==> config.mk <==
export PLATFORM = sky130hd
export DESIGN_NAME = drum_arbiter
export DESIGN_NICKNAME = d
export VERILOG_FILES = /design/src/rtl/drum_arbiter.sv
export SDC_FILE = /design/constraint.sdc
export NUM_CORES = 1
export LEC_CHECK = 0
export ABC_CLOCK_PERIOD_IN_PS = 3500
export BUFFER_PORTS_ARGS = -buffer_cell sky130_fd_sc_hd__buf_2
export CORE_ASPECT_RATIO = 1.5
export CORE_MARGIN = 3
export CORE_UTILIZATION = 48
export DETAILED_ROUTE_END_ITERATION = 7
export GPL_TIMING_DRIVEN = 0
export PLACE_DENSITY = 0.73
export SLEW_MARGIN = 20
export SYNTH_ARGS = -nofsm -noshare
export SYNTH_HDL_FRONTEND = slang
export SYNTH_SLANG_ARGS = --single-unit
export TNS_END_PERCENT = 1
==> constraint.sdc <==
create_clock -name clk -period 3.5 [get_ports clk]
set_input_delay 0.7 -clock clk [delete_from_list [all_inputs] [get_ports clk]]
set_output_delay 0.7 -clock clk [all_outputs]
set_load 0.02 [all_outputs]
==> src/rtl/drum_arbiter.sv <==
// -----------------------------------------------------------------------------
// drum_arbiter
//   Two requesters share one DRUM approximate multiplier. The IDLE state
//   grants one requester and latches its operand pair. CALC registers the
//   product. DONE holds the result until the consumer takes it. On contention
//   the requester that was served least recently wins.
//
//   Ports
//     clk                     clock, rising edge
//     rst_n                   asynchronous active-low reset
//     req0_valid/req1_valid   requester has an operand pair
//     req0_ready/req1_ready   operand pair accepted this cycle
//     req0_a/req1_a  [N-1:0]  operand A (signed)
//     req0_b/req1_b  [M-1:0]  operand B (signed)
//     res_valid               result available
//     res_ready               consumer accepts result
//     res_data  [N+M-1:0]     approximate product
//     res_id                  requester that owns res_data
//     busy                    FSM not in IDLE
//
// drum_mult
//   Combinational DRUM multiplier. Signs are removed by ones complement. Each
//   magnitude of K bits or fewer is used exactly. A wider magnitude is reduced
//   to its leading K bits, and the lowest kept bit is forced to 1 to cancel the
//   truncation bias. The two segments are multiplied and the product is
//   shifted back. The sign is restored by ones complement.
// -----------------------------------------------------------------------------

module drum_mult #(
   parameter int K = 3,
   parameter int N = 4,
   parameter int M = 4
) (
   input  logic [N-1:0]   a_i,
   input  logic [M-1:0]   b_i,
   output logic [N+M-1:0] p_o
);

   localparam int P = N + M;

   logic         sign_a, sign_b;
   logic [N-1:0] mag_a, seg_a;
   logic [M-1:0] mag_b, seg_b;
   int           lead_a, lead_b, sh_a, sh_b;
   logic [P-1:0] prod_raw, prod_shf;

   assign sign_a = a_i[N-1];
   assign sign_b = b_i[M-1];
   assign mag_a  = a_i ^ {N{sign_a}};
   assign mag_b  = b_i ^ {M{sign_b}};

   always_comb begin
      lead_a = 0;
      for (int i = 0; i < N; i++) begin
         if (mag_a[i]) lead_a = i;
      end
      sh_a  = 0;
      seg_a = mag_a;
      if (lead_a >= K) begin
         sh_a  = lead_a - K + 1;
         // Forcing the segment LSB to 1 centres the truncation error on zero.
         seg_a = (mag_a >> sh_a) | {{(N-1){1'b0}}, 1'b1};
      end
   end

   always_comb begin
      lead_b = 0;
      for (int i = 0; i < M; i++) begin
         if (mag_b[i]) lead_b = i;
      end
      sh_b  = 0;
      seg_b = mag_b;
      if (lead_b >= K) begin
         sh_b  = lead_b - K + 1;
         seg_b = (mag_b >> sh_b) | {{(M-1){1'b0}}, 1'b1};
      end
   end

   assign prod_raw = P'(seg_a) * P'(seg_b);
   assign prod_shf = prod_raw << (sh_a + sh_b);
   assign p_o      = prod_shf ^ {P{sign_a ^ sign_b}};

endmodule

module drum_arbiter #(
   parameter int K = 3,
   parameter int N = 4,
   parameter int M = 4
) (
   input  logic           clk,
   input  logic           rst_n,
   input  logic           req0_valid,
   input  logic           req1_valid,
   output logic           req0_ready,
   output logic           req1_ready,
   input  logic [N-1:0]   req0_a,
   input  logic [N-1:0]   req1_a,
   input  logic [M-1:0]   req0_b,
   input  logic [M-1:0]   req1_b,
   output logic           res_valid,
   input  logic           res_ready,
   output logic [N+M-1:0] res_data,
   output logic           res_id,
   output logic           busy
);

   typedef enum logic [1:0] {IDLE, CALC, DONE} state_t;

   state_t         state_q, state_d;
   logic           last_id_q, last_id_d;
   logic [N-1:0]   opa_q, opa_d;
   logic [M-1:0]   opb_q, opb_d;
   logic           id_q, id_d;
   logic [N+M-1:0] res_data_q, res_data_d;
   logic           res_id_q, res_id_d;
   logic [N+M-1:0] prod;
   logic           grant0, grant1;

   drum_mult #(.K(K), .N(N), .M(M)) u_drum (
      .a_i (opa_q),
      .b_i (opb_q),
      .p_o (prod)
   );

   // On contention the requester not served last wins. last_id resets to 1,
   // so requester 0 wins the first contention.
   assign grant0 = req0_valid & (~req1_valid | last_id_q);
   assign grant1 = req1_valid & (~req0_valid | ~last_id_q);

   always_ff @(posedge clk or negedge rst_n) begin
      if (!rst_n) begin
         state_q    <= IDLE;
         last_id_q  <= 1'b1;
         opa_q      <= '0;
         opb_q      <= '0;
         id_q       <= 1'b0;
         res_data_q <= '0;
         res_id_q   <= 1'b0;
      end else begin
         state_q    <= state_d;
         last_id_q  <= last_id_d;
         opa_q      <= opa_d;
         opb_q      <= opb_d;
         id_q       <= id_d;
         res_data_q <= res_data_d;
         res_id_q   <= res_id_d;
      end
   end

   always_comb begin
      state_d    = state_q;
      last_id_d  = last_id_q;
      opa_d      = opa_q;
      opb_d      = opb_q;
      id_d       = id_q;
      res_data_d = res_data_q;
      res_id_d   = res_id_q;
      req0_ready = 1'b0;
      req1_ready = 1'b0;
      case (state_q)
         IDLE: begin
            req0_ready = grant0;
            req1_ready = grant1;
            if (grant0) begin
               opa_d   = req0_a;
               opb_d   = req0_b;
               id_d    = 1'b0;
               state_d = CALC;
            end else if (grant1) begin
               opa_d   = req1_a;
               opb_d   = req1_b;
               id_d    = 1'b1;
               state_d = CALC;
            end
         end
         CALC: begin
            res_data_d = prod;
            res_id_d   = id_q;
            state_d    = DONE;
         end
         DONE: begin
            if (res_ready) begin
               last_id_d = res_id_q;
               state_d   = IDLE;
            end
         end
         default: state_d = IDLE;
      endcase
   end

   assign res_valid = (state_q == DONE);
   assign busy      = (state_q != IDLE);
   assign res_data  = res_data_q;
   assign res_id    = res_id_q;

endmodule

==> qor.yml <==
clock_skew_ns: 0.001958
antenna-diode-count: 0
cts_resized: 0
first_pass_iters: 4
grt_pass1_wl_mm: 4.436
wl_per_cell_um: 11.64
syn_area_um2: 1339
start_kind: "register"
yosysWarnings: 0
drtAntennaViolNets: 0
fin_ws_ns: 0.7456
clkSinkCount: 21
cts-hold-fix-buffers: 0
final_area_um2: 1575
die_y_um: 70.68
route.detailed.drc: 0
cts_setup_buffers: 0
critPathRequiredTime_ns: 3.72
vias_per_cell: 5.226
die_area_um2: 3472
hold_viol_final: 0
instances_no_fill: 212
grt_max_degree: 22
p_seq_frac: 0.245
path_class: "register to register"
maxSlewViolCount: 0
power_mw: 1.807
postSynthAreaPerCell_um2: 9.632
powerDensity_nw_per_um2: 1147
dp_cells: 208
p_clk_frac: 0.064
endpoint_kind: "register"
area_delta_synth_final_pct: 17.66
drive_gt1_frac: 0.2670
portBuffers: 33
p_int_mw: 0.9977
cts-root-buf: "clkbuf_4"
crit_cells: 10
numCtsBuffers: 3
seq_area_frac_synth: 0.3935
final_util: 0.6153
maxCapViolCount: 0
power_switching_mw: 0.8096
ys_types: 33
dpl_cell_area_um2: 1549
place_congestion: 0.8582
coreArea_um2: 2560
grt_pass1_vias: 1057
cts_max_level: 1
slew_headroom: 0.7021
switching_share: 0.4480
crit_start: "opa_q[3]"
antenna_found_initial: 0
mostFrequentLayoutCell: "buf_2"
regArea_um2: 526.8
slowest_stage: "fa_1"
yosys_register_bits: 21
multi_input_comb_area_um2: 753.2
status: "complete, no violations"
vias: 1108
fillers: 233
vdd_drop_max_mv: 0.5240
fin_crit_ns: 2.754
finalSetupViolations: 0
clk_latency_ns: 0.30
dp_hpwl_mm: 2.066
netlist_instances: 139
fmax_mhz: 363.1
p_leak_nw: 0.7586
share_comb_of_total_power: 0.691
cp_max_fo: 10
dp_slack_ns: 0.7645
r2r-start: "opa_q[3]"
fin_crit_sh: 0.7870
rsz0062_at_grt: "no"
ioPinCount: 34
path_cells: "buf_6 > xnor2_1 > nor2_1 > ha_1 > ha_1 > ha_1 > fa_1 > a21o_1 > and3_1 > o31ai_1"
start_util: 0.5230
critPathMostFrequentCell: "ha_1"
track_usage: 0.1628
crit_arrival_ns: 2.97
drt_iter0_drc: 15
cts_tree: "yes"
whs_ns: 0.3265
tns_ns: 0
nets: 208
clk_pin_slew_ns: 0.11
hold_path_class: "input pin to asynchronous set/reset pin"
grt_overflow: 0
cpPeakStageDelay_ns: 0.41
reg2reg_depth: 10
final_cell_mix: "35 x buf_2, 20 x dfrtp_1, 13 x o21ai_0, 11 x nand2_1, 11 x a21oi_1"
fp.dieW_um: 49.12
worstMarginPinSlew_ns: 0.4469
drt_wl_total_mm: 2.467
rows: 22
syn-num-nets: 170
clockBufferDepth: 2
crit_family: "adder cells"
path_buf_inv: 1
path summary, 6_finish.rpt:
path                          endpoint  slack [ns]
max                        res_data[6]        0.75
min                        res_data[2]        0.33
max reg2reg                res_data[6]        0.75
min reg2reg                       id_q        0.48
max in group asynchronous    last_id_q        2.84
min in group clk                  id_q        0.48
Yosys cell counts, drive strengths merged:
| master | count | area [um^2] |
|---|---|---|
| a21boi | 1 | 7.510 |
| a21o | 2 | 15.01 |
| a21oi | 11 | 55.05 |
| a31oi | 8 | 50.05 |
| and2 | 1 | 6.260 |
| and2b | 1 | 7.510 |
| and3 | 3 | 18.77 |
| buf | 4 | 28.78 |
| clkbuf | 5 | 18.77 |
| dfrtp | 20 | 500.5 |
| dfstp | 1 | 26.28 |
| fa | 1 | 20.02 |
| ha | 9 | 112.6 |
| inv | 3 | 11.26 |
| mux2 | 3 | 33.78 |
| nand2 | 11 | 41.29 |
| nand2b | 2 | 12.51 |
| nand3 | 1 | 5.000 |
| nand3b | 8 | 60.06 |
| nor2 | 9 | 33.78 |
| nor2b | 2 | 12.51 |
| nor3 | 2 | 10.01 |
| o21ai | 13 | 65.06 |
| o31ai | 3 | 27.52 |
| or2 | 2 | 12.52 |
| xnor2 | 10 | 87.58 |
| xnor3 | 1 | 22.52 |
| xor2 | 2 | 36.29 |
layer usage:
metal	part of all wire	global-route usage	up-vias
li1	-	-	560
met1	0.37	0.1689	512
met2	0.55	0.3030	32
met3	0.050	0.02316	4
met4	0.025	0.09494	0
met5	0	0	-
flip-flops by register name, indices dropped and copies added, names as in the netlist:
signal and flops:
state_q 2, res_data 8, last_id_q 1, opa_q 4, opb_q 4, res_id 1
id_q 1
power groups by stage:
stage / clock network (mW) / registers (mW) / logic (mW)
after global routing: 0.129 / 0.463 / 1.41
final: 0.116 / 0.442 / 1.25
after CTS: 0.121 / 0.445 / 1.27
after detailed placement: 0 / 0.450 / 1.25
after floorplan: 0 / 0.503 / 0.950
after global placement: 0 / 0.444 / 1.22
logic make-up after synthesis:
group	count (synthesis)	synth area share
AND/OR/NAND/NOR	42	0.1645
AO/OA/AOI/OAI	38	0.1645
flip-flops	21	0.3935
XOR/XNOR	13	0.1093
buffers and inverters	12	0.04393
adder cells (fa/ha/maj)	10	0.09907
multiplexers	3	0.02523
final cells by class:
cell class / count / area share
Multi-Input combinational cell: 106 / 0.4782
Sequential cell: 21 / 0.3344
Timing Repair Buffer: 33 / 0.1048
Buffer: 9 / 0.03018
Tap cell: 36 / 0.02859
Clock buffer: 4 / 0.01668
Inverter: 3 / 0.007149
worst register-to-register path, cell delays in order (launching register included):
cell     delay [ns]
dfrtp_1        0.39
buf_6          0.15
xnor2_1        0.26
nor2_1         0.09
ha_1           0.30
ha_1           0.28
ha_1           0.24
fa_1           0.41
a21o_1         0.21
and3_1         0.17
o31ai_1        0.18
(Power assumes the default switching activity.)
